`config.mk`:
```
export PLATFORM = sky130hd
export DESIGN_NAME = writeback_unit
export DESIGN_NICKNAME = d
export VERILOG_FILES = /design/src/rtl/pillar_pkg.sv /design/src/rtl/load_align.sv /design/src/rtl/writeback_unit.sv
export SDC_FILE = /design/constraint.sdc
export NUM_CORES = 1
export LEC_CHECK = 0
export BUFFER_PORTS_ARGS = -buffer_cell sky130_fd_sc_hd__buf_2
export CAP_MARGIN = 20
export CORE_ASPECT_RATIO = 0.5
export CORE_MARGIN = 3
export CORE_UTILIZATION = 48
export CTS_BUF_LIST = sky130_fd_sc_hd__clkbuf_8
export CTS_CLUSTER_DIAMETER = 40
export DETAILED_ROUTE_END_ITERATION = 8
export PLACE_DENSITY = 0.74
export SYNTH_ARGS = -nofsm -noshare
export SYNTH_HDL_FRONTEND = slang
export SYNTH_HIERARCHICAL = 1
export SYNTH_SLANG_ARGS = --single-unit
```
`constraint.sdc`:
```
create_clock -name clk -period 5.7 [get_ports clk]
set_clock_uncertainty 0.2 [all_clocks]
set_input_delay 0.285 -clock clk [delete_from_list [all_inputs] [get_ports clk]]
set_output_delay 0.285 -clock clk [all_outputs]
set_load 0.05 [all_outputs]
```
`src/rtl/pillar_pkg.sv`:
```
// Shared definitions for the Pillar core: opcodes, instruction-type codes,
// load funct3 encodings and the writeback state encoding.
package pillar_pkg;

   localparam logic [6:0] DECODE_R_TYPE = 7'b0110011;
   localparam logic [6:0] DECODE_I_TYPE = 7'b0010011;
   localparam logic [6:0] DECODE_S_TYPE = 7'b0100011;
   localparam logic [6:0] DECODE_L_TYPE = 7'b0000011;
   localparam logic [6:0] DECODE_U_TYPE = 7'b0110111;

   typedef enum logic [2:0] {
      RTYPE = 3'd0,
      ITYPE = 3'd1,
      STYPE = 3'd2,
      LTYPE = 3'd3,
      UTYPE = 3'd4
   } itype_e;

   localparam logic [2:0] F3_LB  = 3'b000;
   localparam logic [2:0] F3_LH  = 3'b001;
   localparam logic [2:0] F3_LW  = 3'b010;
   localparam logic [2:0] F3_LBU = 3'b100;
   localparam logic [2:0] F3_LHU = 3'b101;

   // state      | meaning
   // WB_IDLE    | ready for a new result
   // WB_WAIT_MEM| load accepted, waiting for memory read data
   typedef enum logic [0:0] {
      WB_IDLE     = 1'b0,
      WB_WAIT_MEM = 1'b1
   } wb_state_e;

endpackage

```
`src/rtl/load_align.sv`:
```
// Load data alignment and extension. The misaligned flag depends only on
// funct3 and addr_lo so it can be used at acceptance time.
module load_align
   import pillar_pkg::*;
(
   input  logic [2:0]  funct3_i,
   input  logic [1:0]  addr_lo_i,
   input  logic [31:0] rdata_i,
   output logic [31:0] data_o,
   output logic        misaligned_o
);

   logic [7:0]  byte_w;
   logic [15:0] half_w;

   // Lane select, then extend according to the load width; unknown codes act as LW.
   always_comb begin
      byte_w       = rdata_i[7:0];
      half_w       = addr_lo_i[1] ? rdata_i[31:16] : rdata_i[15:0];
      data_o       = rdata_i;
      misaligned_o = (addr_lo_i != 2'd0);
      case (addr_lo_i)
         2'd0:    byte_w = rdata_i[7:0];
         2'd1:    byte_w = rdata_i[15:8];
         2'd2:    byte_w = rdata_i[23:16];
         default: byte_w = rdata_i[31:24];
      endcase
      case (funct3_i)
         F3_LB: begin
            data_o       = {{24{byte_w[7]}}, byte_w};
            misaligned_o = 1'b0;
         end
         F3_LBU: begin
            data_o       = {24'd0, byte_w};
            misaligned_o = 1'b0;
         end
         F3_LH: begin
            data_o       = {{16{half_w[15]}}, half_w};
            misaligned_o = addr_lo_i[0];
         end
         F3_LHU: begin
            data_o       = {16'd0, half_w};
            misaligned_o = addr_lo_i[0];
         end
         default: begin
            data_o       = rdata_i;
            misaligned_o = (addr_lo_i != 2'd0);
         end
      endcase
   end

endmodule

```
`src/rtl/writeback_unit.sv`:
```
// Writeback stage: retires ALU/U-type results directly, waits for load data
// (with a timeout), drives the register-file write port and keeps a
// per-register pending scoreboard for hazard stalls.
module writeback_unit
   import pillar_pkg::*;
#(
   parameter int unsigned MEM_TIMEOUT = 16
) (
   input  logic        clk,
   input  logic        reset,
   input  logic        res_valid_i,
   output logic        res_ready_o,
   input  logic        res_is_load_i,
   input  logic [31:0] res_data_i,
   input  logic [4:0]  res_rd_i,
   input  logic [2:0]  res_funct3_i,
   input  logic [1:0]  res_addr_lo_i,
   input  logic        mem_rvalid_i,
   input  logic [31:0] mem_rdata_i,
   output logic [31:0] wd_o,
   output logic [4:0]  wd_rd_o,
   output logic        wd_q_o,
   output logic [31:0] pend_o,
   output logic        err_o
);

   localparam int unsigned CW = $clog2(MEM_TIMEOUT + 1);

   wb_state_e     state_q, state_d;
   logic [CW-1:0] cnt_q, cnt_d;
   logic [4:0]    rd_q, rd_d;
   logic [2:0]    f3_q, f3_d;
   logic [1:0]    lo_q, lo_d;
   logic [31:0]   wd_data_q, wd_data_d;
   logic [4:0]    wd_rd_q, wd_rd_d;
   logic          wd_vld_q, wd_vld_d;
   logic          err_q, err_d;
   logic [4:0]    err_rd_q, err_rd_d;
   logic [31:0]   pend_q, pend_d;
   logic [31:0]   set_mask, clr_mask;

   logic [2:0]    align_f3;
   logic [1:0]    align_lo;
   logic [31:0]   align_data;
   logic          align_mis;

   // In IDLE the aligner judges the offered load; in WAIT_MEM it extends the returning word.
   always_comb begin
      align_f3 = (state_q == WB_IDLE) ? res_funct3_i  : f3_q;
      align_lo = (state_q == WB_IDLE) ? res_addr_lo_i : lo_q;
   end

   load_align u_load_align (
      .funct3_i     (align_f3),
      .addr_lo_i    (align_lo),
      .rdata_i      (mem_rdata_i),
      .data_o       (align_data),
      .misaligned_o (align_mis)
   );

   // Next-state, write-port and scoreboard logic.
   always_comb begin
      state_d   = state_q;
      cnt_d     = cnt_q;
      rd_d      = rd_q;
      f3_d      = f3_q;
      lo_d      = lo_q;
      wd_data_d = wd_data_q;
      wd_rd_d   = wd_rd_q;
      wd_vld_d  = 1'b0;
      err_d     = 1'b0;
      err_rd_d  = err_rd_q;
      set_mask  = '0;
      clr_mask  = '0;

      // A bit stays set through its strobe/error cycle and drops afterwards.
      if (wd_vld_q) clr_mask[wd_rd_q] = 1'b1;
      if (err_q)    clr_mask[err_rd_q] = 1'b1;

      case (state_q)
         WB_IDLE: begin
            if (res_valid_i) begin
               if (!res_is_load_i) begin
                  if (res_rd_i != 5'd0) begin
                     wd_data_d = res_data_i;
                     wd_rd_d   = res_rd_i;
                     wd_vld_d  = 1'b1;
                  end
                  set_mask[res_rd_i] = 1'b1;
               end else if (align_mis) begin
                  // Nothing was marked pending, so point the clear at x0.
                  err_d    = 1'b1;
                  err_rd_d = 5'd0;
               end else begin
                  rd_d               = res_rd_i;
                  f3_d               = res_funct3_i;
                  lo_d               = res_addr_lo_i;
                  cnt_d              = '0;
                  state_d            = WB_WAIT_MEM;
                  set_mask[res_rd_i] = 1'b1;
               end
            end
         end
         WB_WAIT_MEM: begin
            if (mem_rvalid_i) begin
               if (rd_q != 5'd0) begin
                  wd_data_d = align_data;
                  wd_rd_d   = rd_q;
                  wd_vld_d  = 1'b1;
               end else begin
                  // Nothing was set for x0; keep the clear harmless.
                  wd_vld_d  = 1'b0;
               end
               state_d = WB_IDLE;
            end else if (cnt_q == CW'(MEM_TIMEOUT)) begin
               err_d    = 1'b1;
               err_rd_d = rd_q;
               state_d  = WB_IDLE;
            end else begin
               cnt_d = cnt_q + CW'(1);
            end
         end
         default: state_d = WB_IDLE;
      endcase

      // New acceptance wins over a clear of the same bit; x0 never pends.
      pend_d = ((pend_q & ~clr_mask) | set_mask) & ~32'd1;
   end

   // State and output registers with synchronous reset.
   always_ff @(posedge clk) begin
      if (reset) begin
         state_q   <= WB_IDLE;
         cnt_q     <= '0;
         rd_q      <= '0;
         f3_q      <= '0;
         lo_q      <= '0;
         wd_data_q <= '0;
         wd_rd_q   <= '0;
         wd_vld_q  <= 1'b0;
         err_q     <= 1'b0;
         err_rd_q  <= '0;
         pend_q    <= '0;
      end else begin
         state_q   <= state_d;
         cnt_q     <= cnt_d;
         rd_q      <= rd_d;
         f3_q      <= f3_d;
         lo_q      <= lo_d;
         wd_data_q <= wd_data_d;
         wd_rd_q   <= wd_rd_d;
         wd_vld_q  <= wd_vld_d;
         err_q     <= err_d;
         err_rd_q  <= err_rd_d;
         pend_q    <= pend_d;
      end
   end

   assign res_ready_o = (state_q == WB_IDLE);
   assign wd_o        = wd_data_q;
   assign wd_rd_o     = wd_rd_q;
   assign wd_q_o      = wd_vld_q;
   assign pend_o      = pend_q;
   assign err_o       = err_q;

endmodule

```
==> qor.yml, run 1 <==
rsz0062_at_grt: "false"
maxCapViolations: 0
rrSetupSlack_ns: 2.19
r2r_end: "wd_o[29]$_SDFFE_PP0P_"
io_pins: 151
antenna_found_initial: 0
worst_pin_slew_ns: 0.860
setup_tns_ns: 0
die_area_sq_um: 13300
reg2reg_depth: 6
p_per_area_nw_per_um2: 221
path_clk_slew_ns: 0.09
synth.avg_cell_area_sq_um: 8.96
yosys_warnings: 6
drive_above_1_share: 0.313
synth_largest_area_cell: "dfxtp_1"
area_delta_synth_final_pct: 16.2
slew_headroom: 0.422
crit_path_end_kind: "flip-flop"
grt_max_degree: 82
cts_hold_buf: 5
port_buffers: 149
synth_edf_count: 0
first_pass_iters: 5
place_area_sq_um: 6410
drcViolationCount: 0
outcome: "finished clean"
required_ns: 5.76
h-tree-depth: 3
path_class: "reg -> reg"
clk_path_buf_depth: 2
synth_flop_cell: "dfxtp_1"
overflow: 0
drt_iter0_drc: 494
initial_core_util: 0.506
crit_end: "wd_o[29]$_SDFFE_PP0P_"
place_congestion: 0.829
die_y_um: 83.2
setup.worst_path.start: "state_q$_SDFF_PP0_"
synthCells: 638
cts_setup_buffers: 0
synth_seq_cells: 91
viasPerCell: 5.68
post_cts_resized: 0
synth_seq_area_share: 0.319
max_freq_mhz: 285
num_vias: 5216
r2r-start: "state_q$_SDFF_PP0_"
wl_um: 15900
final_max_slew_viol_count: 0
path_cells: "buf_4 -> nand2b_1 -> a211oi_2 -> a31oi_4 -> buf_4 -> mux2_2"
diodes: 0
hpwl_um: 11400
cp_common_cell: "buf_4"
holdCritPathClass: "in -> reg"
cts_tree: "done"
rows: 27
grt_pass1_wl_um: 25300
clock_sinks: 91
synth_top_cells_by_area: "dfxtp_1 32%, a22oi_1 8.1%, nor2_1 7.2%, mux2i_1 6.8%, nor2b_1 5.8%"
post-place-ws_ns: 2.16
stdcell_area_sq_um: 6640
worst_slack_ns: 2.19
cpMaxStageDelayCell: "dfxtp_2"
setup_viol: 0
yosys-top-cells-count: "109 x nor2_1, 91 x dfxtp_1, 62 x a22oi_1"
cts_root_buffer: "clkbuf_8"
ir_worst_vdd_mv: 0.119
syn_nets: 719
drt-wirelength-per-cell_um: 17.3
cp.depth: 6
cp-start-kind: "flip-flop"
track_usage: 0.231
final_hold_viol_count: 0
crit_arrival_ns: 3.57
ant_nets: 0
async_flop_share: 0
critPathMaxFanout: 28
power_leakage_nw: 2.83
yosysTopAreaCellShare: 0.319
path_delay_family: "buffers and inverters"
yosysMostFrequentCell: "nor2_1"
synth_cell_types: 55
max_stage_delay_ns: 0.71
core_area_sq_um: 11300
insertion_delay_ns: 0.36
min_period_over_period: 0.616
fin_crit_ns: 3.51
nNetsFinal: 836
cp.buffers_inverters: 2
syn-cell-area_sq_um: 5710
p_total_mw: 1.47
grt_pass1_vias: 4874
timing.hold.ws_ns: 0.0307
die_x_um: 160
numCtsBuffers: 9
-- logic make-up (layout without fill, tap and decap cells) --
| group | Yosys count | after routing | synth area share |
|---|---|---|---|
| buf+inv | 67 | 189 | 0.0648 |
| fa+ha+maj | 2 | 2 | 0.00438 |
| xor+xnor | 3 | 3 | 0.00460 |
| mux | 90 | 90 | 0.200 |
| other cells | 1 | 1 | 0.000656 |
| flops | 91 | 91 | 0.319 |
| simple gates | 248 | 248 | 0.229 |
| compound gates | 136 | 136 | 0.178 |
-- layout make-up --
cell class | instances | area (sq um)
Inverter | 14 | 52.6
Sequential cell | 91 | 1820
Timing Repair Buffer | 159 | 856
Multi-Input combinational cell | 480 | 3530
Clock buffer | 10 | 138
Fill cell | 1072 | 4640
Tap cell | 159 | 199
Clock inverter | 6 | 42.5
-- registers in the layout, summed over array words and instances (netlist names) --
| register | flops |
|---|---|
| cnt_q | 5 |
| state_q | 1 |
| f3_q | 3 |
| pend_o | 31 |
| err_o | 1 |
| rd_q | 5 |
| wd_q_o | 1 |
| wd_rd_o | 5 |
| err_rd_q | 5 |
| wd_o | 32 |
| lo_q | 2 |
-- stage by stage --
stage / cells / util
after CTS: 919 / 0.589
after detailed placement: 898 / 0.568
after global placement: 897 / 0.566
after floorplan: 638 / -
after global routing: 919 / 0.589
final: 919 / 0.589
-- routing by layer --
metal / GRT usage / up-vias / wire length [um]
li1: - / 2532 / -
met1: 0.307 / 2453 / 7210
met2: 0.372 / 215 / 7290
met3: 0.0648 / 16 / 1220
met4: 0.0583 / 0 / 167
met5: 0 / - / 0
-- power breakdown --
| part | switching, mW | internal, mW | leakage, nW |
|---|---|---|---|
| logic | 0.240 | 0.140 | 1.99 |
| registers | 0.0184 | 0.659 | 0.739 |
| clock network | 0.239 | 0.171 | 0.0936 |
-- worst min path at each step --
stage,from,end,slack [ns],cells past startpoint
2_1_floorplan,res_funct3_i[0],f3_q[0]$_SDFFE_PP0P_,0.22,2
6_report,res_rd_i[1],rd_q[1]$_SDFFE_PP0P_,0.03,3
5_1_grt,res_rd_i[1],rd_q[1]$_SDFFE_PP0P_,0.02,3
4_1_cts,res_rd_i[1],rd_q[1]$_SDFFE_PP0P_,0.02,3
3_3_place_gp,f3_q[2]$_SDFFE_PP0P_,f3_q[2]$_SDFFE_PP0P_,0.24,2
3_5_place_dp,lo_q[1]$_SDFFE_PP0P_,lo_q[1]$_SDFFE_PP0P_,0.25,2
-- cells in the final DEF, fill, tap and decap left out, types with 6 or more instances in the layout --
cell type	instances
a21oi_1	34
nor3_1	6
buf_2	148
mux2_2	24
a311oi_1	7
nor2b_1	53
o22ai_1	16
inv_1	12
mux2_4	20
clkbuf_8	10
nand2_1	30
mux2i_1	39
and4bb_2	6
mux4_1	7
dfxtp_1	90
and4b_1	6
nor2_1	109
and2_1	8
a22oi_1	62
-- worst reg2reg max path, delay by kind of cell, from the launching register on --
| kind | cells | cell delay [ns] |
|---|---|---|
| AOI/OAI and AO/OA | 2 | 0.71 |
| muxes | 1 | 0.39 |
| and+or+nand+nor | 1 | 0.44 |
| buffers and inverters | 2 | 0.96 |
| DFF | 1 | 0.71 |
No activity file was read; power rests on OpenSTA's default activity.
==> run 2, diff against run 1 <==
==> constraint.sdc (replaced) <==
create_clock -name clk -period 3.6 [get_ports clk]
set_clock_uncertainty 0.2 [all_clocks]
set_input_delay 0.18 -clock clk [delete_from_list [all_inputs] [get_ports clk]]
set_output_delay 0.18 -clock clk [all_outputs]
set_load 0.05 [all_outputs]
==> qor.yml, run 2 (synthesis gave the netlist of run 1 again) <==
place_area_sq_um: 6430  # was 6410 sq um
worst_slack_ns: 0.751  # was 2.19 ns
drcViolationCount: 0  # unchanged
crit_path_end_kind: "flip-flop"  # unchanged
track_usage: 0.245  # was 0.231
setup_viol: 0  # unchanged
hpwl_um: 11500  # was 11400 um
cts_root_buffer: "clkbuf_8"  # unchanged
rows: 27  # unchanged
nNetsFinal: 875  # was 836
ir_worst_vdd_mv: 0.187  # was 0.119 mV
numCtsBuffers: 9  # unchanged
holdCritPathClass: "in -> reg"  # unchanged
core_area_sq_um: 11300  # unchanged
num_vias: 5397  # was 5216
stdcell_area_sq_um: 7040  # was 6640 sq um
place_congestion: 0.817  # was 0.829
io_pins: 151  # unchanged
drt_iter0_drc: 471  # was 494
clk_path_buf_depth: 2  # unchanged
min_period_over_period: 0.791
nFillCells: 1003  # was 1072
die_x_um: 160  # unchanged
grt_max_degree: 107  # was 82
max_freq_mhz: 351
fin_crit_ns: 2.85
overflow: 0  # unchanged
worst_pin_slew_ns: 1.15  # was 0.860 ns
drive_above_1_share: 0.304  # was 0.313
setup_tns_ns: 0  # unchanged
wl_um: 16600  # was 15900 um
final_common_cell: "buf_2"  # unchanged
outcome: "finished clean"  # unchanged
p_total_mw: 2.44  # was 1.47 mW
viasPerCell: 5.63  # was 5.68
cts_setup_buffers: 0  # unchanged
initial_core_util: 0.506  # unchanged
cts_tree: "done"  # unchanged
p_per_area_nw_per_um2: 347  # was 221 nW/um^2
critPathMaxFanout: 13  # was 28
crit_arrival_ns: 2.91  # was 3.57 ns
cts_hold_buf: 40  # was 5
path_clk_slew_ns: 0.09  # about the same
final_cell_mix: "148 x buf_2, 109 x nor2_1, 90 x dfxtp_1, 62 x a22oi_1, 53 x nor2b_1"  # unchanged
h-tree-depth: 3  # unchanged
grt_pass1_wl_um: 26900  # was 25300 um
post_cts_resized: 0  # unchanged
path_class: "in -> reg"  # was reg -> reg
ant_nets: 0  # unchanged
cp-start-kind: "primary input"  # was flip-flop
post-place-ws_ns: 0.764  # was 2.16 ns
required_ns: 3.66  # was 5.76 ns
rsz0062_at_grt: "false"  # unchanged
area_delta_synth_final_pct: 23.1  # was 16.2%
die_y_um: 83.2  # unchanged
antenna_found_initial: 0  # unchanged
slew_headroom: 0.229  # was 0.422
clock_sinks: 91  # unchanged
first_pass_iters: 5  # unchanged
final_hold_viol_count: 0  # unchanged
insertion_delay_ns: 0.37  # was 0.36 ns
grt_pass1_vias: 5191  # was 4874
maxCapViolations: 0  # unchanged
die_area_sq_um: 13300  # unchanged
power_leakage_nw: 3.00  # was 2.83 nW
port_buffers: 149  # unchanged
diodes: 0  # unchanged
largest_reg_flops: 32  # unchanged
final_max_slew_viol_count: 0  # unchanged
drt-wirelength-per-cell_um: 17.3  # about the same
final_util: 0.624  # was 0.589
-- run 2: per-stage QoR --
step	hold WS (ns)	instances
3_3_place_gp	0.239	902
6_report	0.0130	958
5_1_grt	0.0577	958
2_1_floorplan	0.116	638
4_1_cts	0.00459	958
3_5_place_dp	0.247	902
-- run 2: where the power goes --
group / internal (mW) / leakage [nW] / switching [mW]
combinational: 0.251 / 2.16 / 0.393
clock: 0.340 / 0.0987 / 0.389
sequential: 1.04 / 0.739 / 0.0251
total: 1.63 / 3.00 / 0.807
-- run 2: path summary, 6_finish.rpt --
kind                                end  cells after the start                 start  slack (ns)
hold reg to reg    f3_q[2]$_SDFFE_PP0P_                      2  f3_q[2]$_SDFFE_PP0P_        0.26
setup / recovery  wd_o[22]$_SDFFE_PP0P_                     10      res_addr_lo_i[0]        0.75
hold / removal    wd_o[31]$_SDFFE_PP0P_                      4        res_data_i[31]        0.01
setup reg to reg  wd_o[22]$_SDFFE_PP0P_                      8    state_q$_SDFF_PP0_        0.75
-- run 2: area by class of cell --
cell class / instances / area, sq um / share of cell area
Clock inverter: 6 / 63.8 / 0.00907
Tap cell: 159 / 199 / 0.0283
Inverter: 14 / 52.6 / 0.00747
Sequential cell: 91 / 1820 / 0.259
Multi-Input combinational cell: 480 / 3530 / 0.502
Clock buffer: 10 / 138 / 0.0196
Timing Repair Buffer: 198 / 1230 / 0.175
-- run 2: per-layer routing --
layer	GRT usage	vias to the layer above	wire, um
li1	-	2613	-
met1	0.324	2564	7640
met2	0.402	193	7620
met3	0.0608	27	1070
met4	0.0661	0	279
met5	0	-	0
-- run 2: critical path, cell delays in order --
cell           delay (ns)
dlygate4sd3_1        0.54
buf_2                0.14
mux2_2               0.38
mux2_2               0.34
a22oi_4              0.40
buf_4                0.28
o22ai_1              0.10
mux2i_1              0.17
nor2_1               0.06
mux2_4               0.31
==> run 3, diff against run 2 <==
--- a/config.mk
+++ b/config.mk
@@ -5,6 +5,7 @@
 export SDC_FILE = /design/constraint.sdc
 export NUM_CORES = 1
 export LEC_CHECK = 0
+export ABC_AREA = 1
 export BUFFER_PORTS_ARGS = -buffer_cell sky130_fd_sc_hd__buf_2
 export CAP_MARGIN = 20
 export CORE_ASPECT_RATIO = 0.5
==> constraint.sdc (replaced) <==
create_clock -name clk -period 2.7 [get_ports clk]
set_clock_uncertainty 0.2 [all_clocks]
set_input_delay 0.135 -clock clk [delete_from_list [all_inputs] [get_ports clk]]
set_output_delay 0.135 -clock clk [all_outputs]
set_load 0.05 [all_outputs]
==> qor.yml, run 3 <==
outcome: "finished clean"  # unchanged
clk_path_buf_depth: 2  # unchanged
critPathMaxFanout: 24  # was 13
diodes: 0  # unchanged
final_max_slew_viol_count: 0  # unchanged
grt_pass1_vias: 6102  # was 5191
synth_cell_types: 32  # was 55
synthCells: 871  # was 638
drive_above_1_share: 0.263  # was 0.304
cpMaxStageDelayCell: "dfxtp_2"  # was dlygate4sd3_1
antenna_found_initial: 0  # unchanged
p_total_mw: 3.32  # was 2.44 mW
hold_path_startpoint: "res_valid_i"  # was res_data_i[31]
ir_worst_vdd_mv: 0.298  # was 0.187 mV
first_pass_iters: 5  # unchanged
port_buffers: 149  # unchanged
path_cells: "inv_4 -> nand2_1 -> nand2_1 -> buf_4 -> nand2_2 -> or2_4 -> nand3_4 -> nand3_1 -> mux2i_1 -> nand2_2 -> nand2_1 -> nor2_2"  # was dlygate4sd3_1 -> buf_2 -> mux2_2 -> mux2_2 -> a22oi_4 -> buf_4 -> o22ai_1 -> mux2i_1 -> nor2_1 -> mux2_4
overflow: 0  # unchanged
track_usage: 0.262  # was 0.245
die_x_um: 160  # about the same
slew_headroom: 0.527  # was 0.229
synth_largest_area_cell: "dfxtp_1"  # unchanged
initial_core_util: 0.506  # about the same
drcViolationCount: 0  # unchanged
cp-start-kind: "flip-flop"  # was primary input
grt_pass1_wl_um: 29200  # was 26900 um
place_congestion: 0.884  # was 0.817
ant_nets: 0  # unchanged
drt-wirelength-per-cell_um: 14.1  # was 17.3 um
stdcell_area_sq_um: 7080  # was 7040 sq um
io_pins: 151  # unchanged
rsz0062_at_grt: "false"  # unchanged
cp_common_cell: "nand2_1"  # was mux2_2
timing.hold.ws_ns: 0.0354  # was 0.0130 ns
post-place-ws_ns: 0.316  # was 0.764 ns
setup_viol: 0  # unchanged
synth_seq_area_share: 0.319  # about the same
r2r_end: "wd_o[17]$_SDFFE_PP0P_"  # was wd_o[22]$_SDFFE_PP0P_
maxCapViolations: 0  # unchanged
grt_max_degree: 43  # was 107
num_vias: 6217  # was 5397
nNetsFinal: 1127  # was 875
yosys_warnings: 6  # unchanged
yosysTopAreaCellShare: 0.319  # about the same
syn-cell-area_sq_um: 5700  # was 5710 sq um
synth_flop_cell: "dfxtp_1"  # unchanged
path_clk_slew_ns: 0.09  # about the same
drt_iter0_drc: 472  # was 471
synth_seq_cells: 91  # unchanged
final_util: 0.627  # was 0.624
viasPerCell: 5.14  # was 5.63
setup_tns_ns: 0  # unchanged
synth_edf_count: 0  # unchanged
async_flop_share: 0  # unchanged
core_area_sq_um: 11300  # unchanged
yosysMostFrequentCell: "nand2_1"  # was nor2_1
yosys-top-cells-count: "270 x nand2_1, 121 x nor2_1, 91 x dfxtp_1"  # was 109 x nor2_1, 91 x dfxtp_1, 62 x a22oi_1
wl_um: 17100  # was 16600 um
hold_depth: 5  # was 4
worst_pin_slew_ns: 0.705  # was 1.15 ns
synth.avg_cell_area_sq_um: 6.55  # was 8.96 sq um
holdCritPathClass: "in -> reg"  # unchanged
rrSetupSlack_ns: 0.29  # was 0.75 ns
area_delta_synth_final_pct: 24.1  # was 23.1%
cts_tree: "done"  # unchanged
hold_path_end: "pend_o[31]$_SDFF_PP0_"  # was wd_o[31]$_SDFFE_PP0P_
max_stage_delay_ns: 0.35  # was 0.54 ns
cts_root_buffer: "clkbuf_8"  # unchanged
rows: 27  # unchanged
h-tree-depth: 3  # unchanged
required_ns: 2.78  # was 3.66 ns
crit_arrival_ns: 2.49  # was 2.91 ns
final_cell_mix: "270 x nand2_1, 149 x buf_2, 121 x nor2_1, 90 x dfxtp_1, 72 x nand3_1"  # was 148 x buf_2, 109 x nor2_1, 90 x dfxtp_1, 62 x a22oi_1, 53 x nor2b_1
power_leakage_nw: 3.32  # was 3.00 nW
die_area_sq_um: 13300  # about the same
final_common_cell: "nand2_1"  # was buf_2
place_area_sq_um: 6460  # was 6430 sq um
max_freq_mhz: 414
post_cts_resized: 0  # unchanged
worst_slack_ns: 0.286  # was 0.751 ns
dpl.cell_count: 1150  # was 902
die_y_um: 83.1  # was 83.2 um
insertion_delay_ns: 0.37  # about the same
p_per_area_nw_per_um2: 469  # was 347 nW/um^2
final_hold_viol_count: 0  # unchanged
reg2reg_depth: 12  # was 8
syn_nets: 952  # was 719
hpwl_um: 12200  # was 11500 um
fin_crit_ns: 2.41
min_period_over_period: 0.894
synth_top_cells_by_area: "dfxtp_1 32%, nand2_1 18%, nor2_1 8.0%, nand3_1 6.3%, mux2i_1 5.6%"  # was dfxtp_1 32%, a22oi_1 8.1%, nor2_1 7.2%, mux2i_1 6.8%, nor2b_1 5.8%
crit_path_end_kind: "flip-flop"  # unchanged
r2r-start: "state_q$_SDFF_PP0_"  # unchanged
path_class: "reg -> reg"  # was in -> reg
clock_sinks: 91  # unchanged
largest_reg_flops: 32  # unchanged
numCtsBuffers: 9  # unchanged
layout.cells.non_filler: 1210  # was 958
-- run 3: cell types whose count changed after synthesis, sizes merged, moves of 44 or more --
cell,before,now
nor2,109,158
nor2b,53,0
nand3,5,90
mux2,44,0
a22oi,63,0
nand2,30,306
-- run 3: timing repair --
| item | in CTS | in global routing |
|---|---|---|
| hold buffers | 44 | 0 |
| setup endpoints to repair | 0 | 0 |
| setup buffers | 0 | 0 |
| hold endpoints to repair | 47 | 0 |
-- run 3: final cells by class --
cell class | instances | area [sq um]
sequential | 91 | 1820
inverter | 49 | 186
multi-input combinational | 689 | 3380
timing repair buffer | 206 | 1310
clock buffer | 9 | 124
tap | 159 | 199
fill | 1122 | 4200
clock inverter | 7 | 56.3
-- run 3: logic make-up after synthesis --
kind of cell | count (synthesis) | share of synthesized area
AOI/OAI and AO/OA | 81 | 0.0728
adders and majority gates | 2 | 0.00439
buffers and inverters | 91 | 0.0886
DFF | 91 | 0.319
muxes | 32 | 0.0562
other | 1 | 0.000657
and+or+nand+nor | 573 | 0.458
-- run 3: where the power goes --
part           switching (mW)  leakage [nW]  internal (mW)  total (mW)
Sequential             0.0491         0.743           1.41        1.46
Combinational           0.652          2.49          0.324       0.977
Clock                   0.532        0.0914          0.349       0.881
-- run 3: worst max-delay path, delay by kind of cell (launching register included) --
kind	cells	cell delay [ns]
buffers and inverters	2	0.39
flip-flops	1	0.35
multiplexers	1	0.19
AND/OR/NAND/NOR	9	1.18
-- run 3: how the worst max path moves through the flow --
stage | from | end | slack (ns) | depth (start not counted)
5_1_grt | state_q$_SDFF_PP0_ | cnt_q[1]$_SDFFE_PP0P_ | 0.03 | 12
6_report | state_q$_SDFF_PP0_ | wd_o[17]$_SDFFE_PP0P_ | 0.29 | 12
3_5_place_dp | state_q$_SDFF_PP0_ | wd_o[17]$_SDFFE_PP0P_ | 0.32 | 12
3_3_place_gp | state_q$_SDFF_PP0_ | wd_o[11]$_SDFFE_PP0P_ | 0.36 | 12
2_1_floorplan | state_q$_SDFF_PP0_ | cnt_q[1]$_SDFFE_PP0P_ | 0.27 | 15
4_1_cts | state_q$_SDFF_PP0_ | wd_o[17]$_SDFFE_PP0P_ | 0.30 | 12
-- run 3: routing by layer --
| layer | up-vias | share of wire | global-route usage |
|---|---|---|---|
| met5 | - | 0 | 0 |
| met4 | 0 | 0.020 | 0.0882 |
| met3 | 40 | 0.091 | 0.0683 |
| met2 | 279 | 0.46 | 0.440 |
| met1 | 2778 | 0.43 | 0.330 |
| li1 | 3120 | - | - |
